## src/rtl/cfar_fil_pkg.sv

```systemverilog
// cfar_fil_pkg: field layout of the FIL din/dout words and the TX state encoding.
package cfar_fil_pkg;
    localparam int DIN_W         = 40;
    localparam int DOUT_W        = 56;
    localparam int POWER_W       = 29;
    localparam int INDEX_W       = 9;
    localparam int RES_W         = INDEX_W + POWER_W;
    localparam int DIN_VALID_BIT = 32;
    localparam int DOUT_IDX_LSB  = 0;
    localparam int DOUT_MAX_LSB  = 16;
    localparam int DOUT_MV_BIT   = 48;
    // Reserved dout bits [15:9], [47:45], [55:49]
    localparam logic [DOUT_W-1:0] DOUT_RSVD_MASK = 56'hFE_E000_0000_FE00;

    typedef enum logic [1:0] {TX_IDLE, TX_STREAM, TX_GAP} tx_state_e;

    function automatic logic [DIN_W-1:0] pack_din(input logic [POWER_W-1:0] power);
        logic [DIN_W-1:0] d;
        d = '0;
        d[POWER_W-1:0] = power;
        d[DIN_VALID_BIT] = 1'b1;
        return d;
    endfunction
endpackage

```

## src/rtl/cfar_fil_stream_ctrl_if.sv

```systemverilog
// cfar_fil_stream_ctrl_if: sample stream, result stream and FIL word bundle.
interface cfar_fil_stream_ctrl_if;
    import cfar_fil_pkg::*;
    logic [POWER_W-1:0] s_power;
    logic               s_valid;
    logic               s_ready;
    logic [DIN_W-1:0]   din;
    logic [DOUT_W-1:0]  dout;
    logic [INDEX_W-1:0] m_index;
    logic [POWER_W-1:0] m_max;
    logic               m_valid;
    logic               m_ready;
    modport slave (input s_power, s_valid, dout, m_ready, output s_ready, din, m_index, m_max, m_valid);
    modport master (output s_power, s_valid, dout, m_ready, input s_ready, din, m_index, m_max, m_valid);
endinterface

```

## src/rtl/cfar_fil_result_fifo.sv

```systemverilog
// cfar_fil_result_fifo: first-word-fall-through FIFO; a write into a full FIFO lands only with a simultaneous read.
module cfar_fil_result_fifo #(
    parameter int W     = 38,
    parameter int DEPTH = 8
) (
    input  logic         clk,
    input  logic         reset,
    input  logic         wr_en,
    input  logic [W-1:0] wr_data,
    input  logic         rd_en,
    output logic [W-1:0] rd_data,
    output logic         full,
    output logic         empty
);
    localparam int AW = $clog2(DEPTH);
    logic [W-1:0] mem [DEPTH];
    logic [AW:0]  wp_q, rp_q;
    logic         do_wr, do_rd;
    assign empty   = wp_q == rp_q;
    assign full    = wp_q[AW] != rp_q[AW] && wp_q[AW-1:0] == rp_q[AW-1:0];
    assign do_rd   = rd_en && !empty;
    assign do_wr   = wr_en && (!full || do_rd);
    assign rd_data = empty ? '0 : mem[rp_q[AW-1:0]];
    always_ff @(posedge clk) begin
        if (do_wr) mem[wp_q[AW-1:0]] <= wr_data;
    end
    always_ff @(posedge clk or posedge reset) begin
        if (reset) begin
            wp_q <= '0;
            rp_q <= '0;
        end else begin
            if (do_wr) wp_q <= wp_q + 1'b1;
            if (do_rd) rp_q <= rp_q + 1'b1;
        end
    end
endmodule

```

## src/rtl/cfar_fil_stream_ctrl.sv

```systemverilog
// cfar_fil_stream_ctrl: frames host samples into FIL din words and queues dout maxima for the host.
module cfar_fil_stream_ctrl
    import cfar_fil_pkg::*;
#(
    parameter int FRAME_LEN = 512,
    parameter int RES_DEPTH = 8
) (
    input  logic                   clk,
    input  logic                   reset,
    input  logic                   start,
    input  logic [7:0]             gap_cycles,
    cfar_fil_stream_ctrl_if.slave  bus,
    output logic                   busy,
    output logic                   frame_done,
    output logic                   overflow,
    output logic                   proto_err
);
    localparam int CNT_W = FRAME_LEN > 1 ? $clog2(FRAME_LEN) : 1;
    localparam logic [CNT_W-1:0] LAST = CNT_W'(FRAME_LEN - 1);

    tx_state_e          state_q;
    logic [CNT_W-1:0]   cnt_q;
    logic [7:0]         gap_q;
    logic [DIN_W-1:0]   din_q;
    logic [DOUT_W-1:0]  dout_q;
    logic               frame_done_q, overflow_q, proto_err_q;
    logic               accept, clear, push, pop, full, empty;
    logic [RES_W-1:0]   head;

    assign accept = state_q == TX_STREAM && bus.s_valid;
    assign clear  = state_q == TX_IDLE && start;
    assign push   = dout_q[DOUT_MV_BIT];
    assign pop    = bus.m_ready && !empty;

    // gap_q doubles as the GAP down-counter once the frame has been streamed
    always_ff @(posedge clk or posedge reset) begin
        if (reset) begin
            state_q      <= TX_IDLE;
            cnt_q        <= '0;
            gap_q        <= '0;
            din_q        <= '0;
            frame_done_q <= 1'b0;
        end else begin
            frame_done_q <= 1'b0;
            din_q        <= accept ? pack_din(bus.s_power) : '0;
            case (state_q)
                TX_IDLE: if (start) begin
                    gap_q   <= gap_cycles;
                    cnt_q   <= '0;
                    state_q <= TX_STREAM;
                end
                TX_STREAM: if (accept) begin
                    cnt_q <= cnt_q + 1'b1;
                    if (cnt_q == LAST) begin
                        state_q      <= gap_q != 8'd0 ? TX_GAP : TX_IDLE;
                        frame_done_q <= gap_q == 8'd0;
                    end
                end
                TX_GAP: if (gap_q == 8'd1) begin
                    state_q      <= TX_IDLE;
                    frame_done_q <= 1'b1;
                end else begin
                    gap_q <= gap_q - 8'd1;
                end
                default: state_q <= TX_IDLE;
            endcase
        end
    end

    always_ff @(posedge clk or posedge reset) begin
        if (reset) begin
            dout_q      <= '0;
            overflow_q  <= 1'b0;
            proto_err_q <= 1'b0;
        end else begin
            dout_q      <= bus.dout;
            overflow_q  <= (overflow_q && !clear) || (push && full && !pop);
            proto_err_q <= (proto_err_q && !clear) || (push && |(dout_q & DOUT_RSVD_MASK));
        end
    end

    cfar_fil_result_fifo #(.W(RES_W), .DEPTH(RES_DEPTH)) u_fifo (
        .clk     (clk),
        .reset   (reset),
        .wr_en   (push),
        .wr_data ({dout_q[DOUT_IDX_LSB +: INDEX_W], dout_q[DOUT_MAX_LSB +: POWER_W]}),
        .rd_en   (bus.m_ready),
        .rd_data (head),
        .full    (full),
        .empty   (empty)
    );

    assign bus.s_ready = state_q == TX_STREAM;
    assign bus.din     = din_q;
    assign bus.m_valid = !empty;
    assign bus.m_index = head[RES_W-1:POWER_W];
    assign bus.m_max   = head[POWER_W-1:0];
    assign busy        = state_q != TX_IDLE;
    assign frame_done  = frame_done_q;
    assign overflow    = overflow_q;
    assign proto_err   = proto_err_q;
endmodule

```

## src/flat_wrapper.sv

```systemverilog
// flat-port wrapper written by rule: the top's interface ports become plain ports
module cfar_fil_stream_ctrl_flat import cfar_fil_pkg::*;
#(
    parameter int FRAME_LEN = 512,
    parameter int RES_DEPTH = 8
)
  (clk, reset, start, gap_cycles, busy, frame_done, overflow, proto_err, bus_s_power, bus_s_valid, bus_dout, bus_m_ready, bus_s_ready, bus_din, bus_m_index, bus_m_max, bus_m_valid);
  cfar_fil_stream_ctrl_if bus_i ();
  input  logic clk;
  input  logic reset;
  input  logic start;
  input  logic [7:0] gap_cycles;
  output logic busy;
  output logic frame_done;
  output logic overflow;
  output logic proto_err;
  input wire logic [$bits(bus_i.s_power)-1:0] bus_s_power;
  input wire logic [$bits(bus_i.s_valid)-1:0] bus_s_valid;
  input wire logic [$bits(bus_i.dout)-1:0] bus_dout;
  input wire logic [$bits(bus_i.m_ready)-1:0] bus_m_ready;
  output wire logic [$bits(bus_i.s_ready)-1:0] bus_s_ready;
  output wire logic [$bits(bus_i.din)-1:0] bus_din;
  output wire logic [$bits(bus_i.m_index)-1:0] bus_m_index;
  output wire logic [$bits(bus_i.m_max)-1:0] bus_m_max;
  output wire logic [$bits(bus_i.m_valid)-1:0] bus_m_valid;
  assign bus_i.s_power = bus_s_power;
  assign bus_i.s_valid = bus_s_valid;
  assign bus_i.dout = bus_dout;
  assign bus_i.m_ready = bus_m_ready;
  assign bus_s_ready = bus_i.s_ready;
  assign bus_din = bus_i.din;
  assign bus_m_index = bus_i.m_index;
  assign bus_m_max = bus_i.m_max;
  assign bus_m_valid = bus_i.m_valid;
  cfar_fil_stream_ctrl #(.FRAME_LEN(FRAME_LEN), .RES_DEPTH(RES_DEPTH)) u_core (.clk(clk), .reset(reset), .start(start), .gap_cycles(gap_cycles), .bus(bus_i), .busy(busy), .frame_done(frame_done), .overflow(overflow), .proto_err(proto_err));
endmodule
```

## config.mk

```make
export PLATFORM = sky130hd
export DESIGN_NAME = cfar_fil_stream_ctrl_flat
export DESIGN_NICKNAME = d
export VERILOG_FILES = /design/src/rtl/cfar_fil_pkg.sv /design/src/rtl/cfar_fil_stream_ctrl_if.sv /design/src/rtl/cfar_fil_result_fifo.sv /design/src/rtl/cfar_fil_stream_ctrl.sv /design/src/flat_wrapper.sv
export SDC_FILE = /design/constraint.sdc
export NUM_CORES = 1
export LEC_CHECK = 0
export ABC_AREA = 1
export BUFFER_PORTS_ARGS = -buffer_cell sky130_fd_sc_hd__buf_2
export CAP_MARGIN = 20
export CORE_MARGIN = 3
export CORE_UTILIZATION = 50
export CTS_BUF_LIST = sky130_fd_sc_hd__clkbuf_8
export DETAILED_ROUTE_END_ITERATION = 16
export PLACE_DENSITY_LB_ADDON = 0.3
export SLEW_MARGIN = 15
export SYNTH_ARGS = -nofsm -noshare
export SYNTH_HDL_FRONTEND = slang
export SYNTH_SLANG_ARGS = --single-unit
```

## constraint.sdc

```tcl
create_clock -name clk -period 8.25 [get_ports clk]
set_input_delay 1.65 -clock clk [delete_from_list [all_inputs] [get_ports clk]]
set_output_delay 1.65 -clock clk [all_outputs]
set_load 0.05 [all_outputs]
```

; After elaboration in Yosys (flattened, before gate mapping)
; Memory sizes are Yosys's and may differ from the RTL's.
; Index checks and enable logic that the tools add are counted.
[classes]
add_sub_neg = 4
n_eq_ne = 12
muxes = 20
n_reduce_logical = 27
[op_table]
columns = operator, count
row1 = 2-to-1 mux 38 bit, 1
row2 = 2-to-1 mux 33 bit, 1
row3 = 2-to-1 mux 9 bit, 2
row4 = case mux 9 bit (2 select lines), 1
row5 = OR reduction 17 bit, 1
row6 = 2-to-1 mux 8 bit, 2
row7 = case mux 8 bit (2 select lines), 1
row8 = logical AND 1 bit, 10
row9 = 2-to-1 mux 2 bit, 5
row10 = adder 9 x 1 -> 9 bit (second input constant), 1
row11 = == test 9 bit (second input constant), 1
row12 = adder 4 x 1 -> 4 bit (second input constant), 2
row13 = == test 8 x 1 -> 1 bit (second input constant), 1
row14 = logical NOT 8 bit, 1
row15 = nonzero test 8 bit, 1
row16 = subtractor 8 x 1 -> 8 bit (second input constant), 1
row17 = inequality test 2 x 1 -> 1 bit (second input constant), 3
row18 = case mux 2 bit (3 select lines), 1
row19 = AND reduction 3 bit, 2
row20 = nonzero test 2 bit, 3
row21 = 2-to-1 mux 1 bit, 5
row22 = == test 4 bit, 1
row23 = logical NOT 1 bit, 4
row24 = inequality test 2 bit (second input constant), 2
row25 = 8 further kinds, 10
[totals]
reg_bits = 126
ramBits = 304
in_bits = 98
output_inout_bits = 84
elab_cells = 74
mem_count = 1
[mem_list]
columns = name, depth, word_bits, rd, rd_ports_with_merged_regs, wr, line
row1 = u_core.u_fifo.mem, 8, 38, 1, 0, 1, cfar_fil_result_fifo.sv:16  ; logic [W-1:0] mem [DEPTH];

; Longest topological paths before layout
[depth]
depth_word = 7
ltp_mapped = 11
mapped_depth_nobuf = 11

; Modules after synthesis
; From an unflattened synthesis, not the netlist that was laid out.
[unflattened]
hier_cells = 1348
hier_area_um2 = 16468.3
[modules_own_cells]
columns = module, instances, cells_each, area_per_inst_um2, seq_area_each_um2
row1 = cfar_fil_result_fifo, 1, 982, 12487.0, 9328.9
row2 = cfar_fil_stream_ctrl, 1, 366, 3981.3, 2702.6

; Least setup slack after synthesis
; Ideal clock, no wire load.
[synth_timing]
kind = in2reg
start = input port bus_m_ready
end = memory u_core.u_fifo.mem[2][0] (enable)
setup_ps = 433
arrival_ps = 3577
required_ps = 7817
setup_slack_ps = 4240
path_stages = 4
path_buffers = 0
cell_sequence = nor2_1 > nand3_2 > nand3_1 > nor2_1
[synth_via]
elab_chain_cells = 5
[synth_rtl]
columns = item, line
row1 = from (decl), flat_wrapper.sv:20  ; input wire logic [$bits(bus_i.m_ready)-1:0] bus_m_ready;
row2 = logical AND 1 bit, cfar_fil_result_fifo.sv:21  ; assign do_rd = rd_en && !empty;
row3 = logical OR 1 bit, cfar_fil_result_fifo.sv:22  ; assign do_wr = wr_en && (!full || do_rd);
row4 = logical AND 1 bit, cfar_fil_result_fifo.sv:22
row5 = 2-to-1 mux 1 bit, cfar_fil_result_fifo.sv:25  ; if (do_wr) mem[wp_q[AW-1:0]] <= wr_data;
row6 = 2-to-1 mux 1 bit (not written as such), cfar_fil_result_fifo.sv:25
row7 = to (decl), cfar_fil_result_fifo.sv:16
; Every way passes these cells.

; Final worst setup path
[layout_timing]
start = register u_core.u_fifo.rp_q[0]
end = output port bus_m_max[1]
[layout_via]
elab_chain_cells = 2
word_cells_on_any_way = 3
cone_classes = 1 x eq/ne / 1 x mux / 1 x memory
[layout_rtl]
columns = item, line
row1 = from (decl), cfar_fil_result_fifo.sv:17  ; logic [AW:0] wp_q, rp_q;
row2 = from (signal assigned), cfar_fil_result_fifo.sv:33  ; if (do_rd) rp_q <= rp_q + 1'b1;
row3 = memory (8 x 38 bit) or == test 4 bit (tied branches), -
row4 = 2-to-1 mux 38 bit *, cfar_fil_result_fifo.sv:23  ; assign rd_data = empty ? '0 : mem[rp_q[AW-1:0]];
row5 = to (decl), flat_wrapper.sv:24  ; output wire logic [$bits(bus_i.m_max)-1:0] bus_m_max;
; Every way passes the cells marked *; elsewhere a longest branch is shown, timed or not.

==> run_results.csv <==
group,metric,value,unit
outcome,outcome,"finished, final reports clean",
global_route,grt-ovfl-total,0,
die,start_util,0.515,
synthesis,synth_area,16500,um2
placed_design,io_buffer_count,171,
sta,worst_pin_slew,1.12,ns
worst_setup_path,crit_family,"buffers and inverters",
synthesis,yosysSeqAreaShare,0.730,
synthesis,synth.top_cell.area_share,0.554,
sta,worst_slack,3.00,ns
drt,wl,35100,um
worst_setup_path,timing.rr.end,"u_core.u_fifo.mem[2][5]",
hold_path,hold_depth,2,
synthesis,ys_ff_latch,420,
clock_network,ctsHoldBuffers,0,
clock_network,clock_latency,0.57,ns
worst_setup_path,path_cells,"buf_4 -> nand2_1 -> nand2_2 -> nor2_4 -> nand3_4 -> nand2_1 -> nor2_1 -> buf_2",
synthesis,post-synth-top-area-cell,"edfxtp_1",
placed_design,place_congestion,0.840,
die,dieArea,35200,um2
power_and_ir_drop,finalPower,7370,uW
placed_design,dp_slack,3.55,ns
worst_setup_path,rr_worst_depth,8,
sta,slew_violations,0,
worst_setup_path,r2r_slack,4.28,ns
clock_network,clock_path_buffers,3,
sta,fin_crit,5.25,ns
cells_and_area,antenna_cells,0,
worst_setup_path,r2r_start,"u_core.u_fifo.rp_q[0]",
drt,drtPass1Iterations,8,
cells_and_area,nets,1638,
hold_path,holdPathEnd,"u_core.cnt_q[8]",
clock_network,htree_levels,3,
synthesis,ys_warn_count,0,
drt,wl_per_cell,17.4,um
sta,setup_viol,0,
die,coreArea,32000,um2
sta,rsz0062_at_grt,"no",
clock_network,cts_resized,0,
sta,final_hold_viol_count,0,
clock_network,cts_made_buffers,69,
power_and_ir_drop,cellPowerDensity,389,nW/um2
cells_and_area,syn_to_final_growth,15.0,%
global_route,antenna_found_initial,1,
die,chipHeight,188,um
sta,fin_worst_skew,0.0216,ns
synthesis,synthTopCellsByArea,"edfxtp_1, dfrtp_1, nor2_1",
hold_path,worstHoldStart,"u_core.cnt_q[8]",
drt,detail_route.vias_per_cell,5.19,
worst_setup_path,crit_slowest_cell,"buf_4",
synthesis,avgSynthCellArea,12.2,um2
drt,vias,10500,
cells_and_area,final_cell_count_no_fill,2021,
die,die_w,188,um
clock_network,cts_tree,"done",
global_route,grt_pass1_vias,10400,
die,rows,65,
power_and_ir_drop,peakVddDrop,0.000197,V
worst_setup_path,end_kind,"output port",
die,num_io_pins,182,
cells_and_area,drive_gt1_frac,0.203,
worst_setup_path,crit_required,6.60,ns
placed_design,dp_hpwl,19700,um
sta,setup_tns,0,ns
clock_network,clk_pin_slew,0.06,ns
clock_network,clock-sinks,420,
sta,fin_crit_sh,0.637,
clock_network,postCtsSetupBuffers,0,
worst_setup_path,cp_num_buf_inv,2,
global_route,grt_pass1_wl,55000,um
global_route,track_usage,0.198,
drt,drc,0,
power_and_ir_drop,p_leak,0.00774,uW
worst_setup_path,crit_top_cell,"nand2_1",
synthesis,postSynthCellCount,1347,
hold_path,hold_class,"reg -> reg",
sta,max_freq,190,MHz
drt,drt-initial-drc-count,827,
worst_setup_path,worstPathArrival,3.60,ns
drt,drtAntennaViolNets,0,
worst_setup_path,cp_max_fo,110,
worst_setup_path,crit_path_max_incr_delay,0.93,ns
global_route,grt_max_degree,111,
synthesis,yosysUniqueCellTypes,38,
flow_run,maxCapViolCount,0,
placed_design,placedCellCount,1894,
worst_setup_path,start_kind,"flip-flop",
worst_setup_path,critical_path_class,"reg -> out",
clock_network,cts-root-buf,"clkbuf_8",
sta,slew_headroom,0.256,
cells by family (layout without fill, tap and decap cells):
group,after synthesis,in the layout,share of synthesized area
compound gates,251,251,0.0892
xor+xnor,6,6,0.00364
fa+ha+maj,9,9,0.00683
buf+inv,146,376,0.0457
flops,420,420,0.730
mux,1,1,0.000607
other cells,1,10,0.000227
simple gates,513,513,0.124
cells in the final DEF (no fill, tap or decap), drive strengths merged, types with 2 or more instances in the layout:
master    count
a21o          2
a21oi         2
buf         185
clkbuf       83
clkinv       12
clkinvlp      3
conb         10
dfrtp       116
edfxtp      304
ha            9
inv          92
nand2       140
nand3        32
nand4         9
nor2        329
nor3          2
o211ai       38
o21ai       168
o22ai        38
xor2          5
cells in the mapped netlist:
cell type / number
dfrtp_1: 116
mux2i_1: 1
xnor2_2: 1
xor2_1: 5
or2_2: 1
o21bai_1: 1
clkbuf_1: 19
o21ai_1: 23
nand2_4: 1
o22ai_1: 38
nor2_2: 1
nand4_1: 9
buf_4: 24
buf_1: 2
a21o_1: 2
o211ai_2: 12
edfxtp_1: 304
inv_2: 6
a21oi_1: 2
buf_6: 8
ha_1: 9
o21a_1: 1
a21boi_0: 1
nor2_4: 2
nand2_2: 2
nor3_1: 2
nand2_1: 137
nand3_2: 2
nand3_1: 29
nand3_4: 1
clkbuf_2: 9
inv_1: 59
nor2_1: 326
o211ai_1: 26
o21ai_0: 145
conb_1: 1
buf_8: 2
buf_2: 17
registers in the layout, indices dropped and copies added, names as in the netlist:
register,count
u_core.u_fifo.rp_q,4
u_core.overflow,1
u_core.state_q,2
u_core.proto_err,1
u_core.dout_q,56
u_core.frame_done,1
u_core.cnt_q,9
u_core.gap_q,8
u_core.bus.din,30
u_core.u_fifo.mem,304
u_core.u_fifo.wp_q,4
layout make-up:
cell class,instances,area (um2)
sequential,420,12000
tap,435,544
timing repair buffer,185,973
fill,2616,13100
clock inverter,43,218
multi-input combinational,790,3800
inverter,65,249
clock buffer,83,1140
how the worst max path moves through the flow:
stage | start | endpoint | slack [ns] | cells past startpoint
global placement | u_core.u_fifo.rp_q[0] | bus_m_max[1] | 3.63 | 8
global route | u_core.u_fifo.rp_q[0] | bus_m_max[1] | 2.67 | 8
CTS | u_core.u_fifo.rp_q[0] | bus_m_max[1] | 2.93 | 8
finish | u_core.u_fifo.rp_q[0] | bus_m_max[1] | 3.00 | 8
floorplan | reset | u_core.bus.din[0] | 3.53 | 1
detailed placement | u_core.u_fifo.rp_q[0] | bus_m_max[1] | 3.55 | 8
per-stage QoR:
step | util | hold slack (ns) | instance area, um2
final | 0.592 | 0.480 | 19000
after global routing | 0.592 | 0.538 | 19000
after CTS | 0.591 | 0.483 | 18900
after detailed placement | 0.549 | 0.470 | 17600
after global placement | 0.549 | 0.462 | 17600
after floorplan | - | 0.448 | 16500
worst reg2reg max path, cell delays in order, from the launching register on:
cell and delay [ns]:
dfrtp_4 0.74, buf_4 0.94, nand2_1 0.18, nand2_2 0.12, nor2_4 0.05, nand3_2 0.16, nand3_1 0.31, nor2_4 0.60
buf_4 0.50
layer usage:
metal / GRT usage / part of all wire / vias to the layer above
li1: - / - / 5014
met3: 0.0520 / 0.081 / 71
met5: 0 / 0.00020 / -
met1: 0.256 / 0.41 / 5023
met2: 0.329 / 0.48 / 380
met4: 0.0670 / 0.024 / 2
report_power, final:
group / total [uW] / internal [uW] / switching, uW / leakage [uW]
logic: 2870 / 691 / 2180 / 0.00275
registers: 2760 / 2570 / 196 / 0.00420
clock network: 1740 / 948 / 788 / 0.000789
Note: power is estimated with default switching activity, not from simulation.
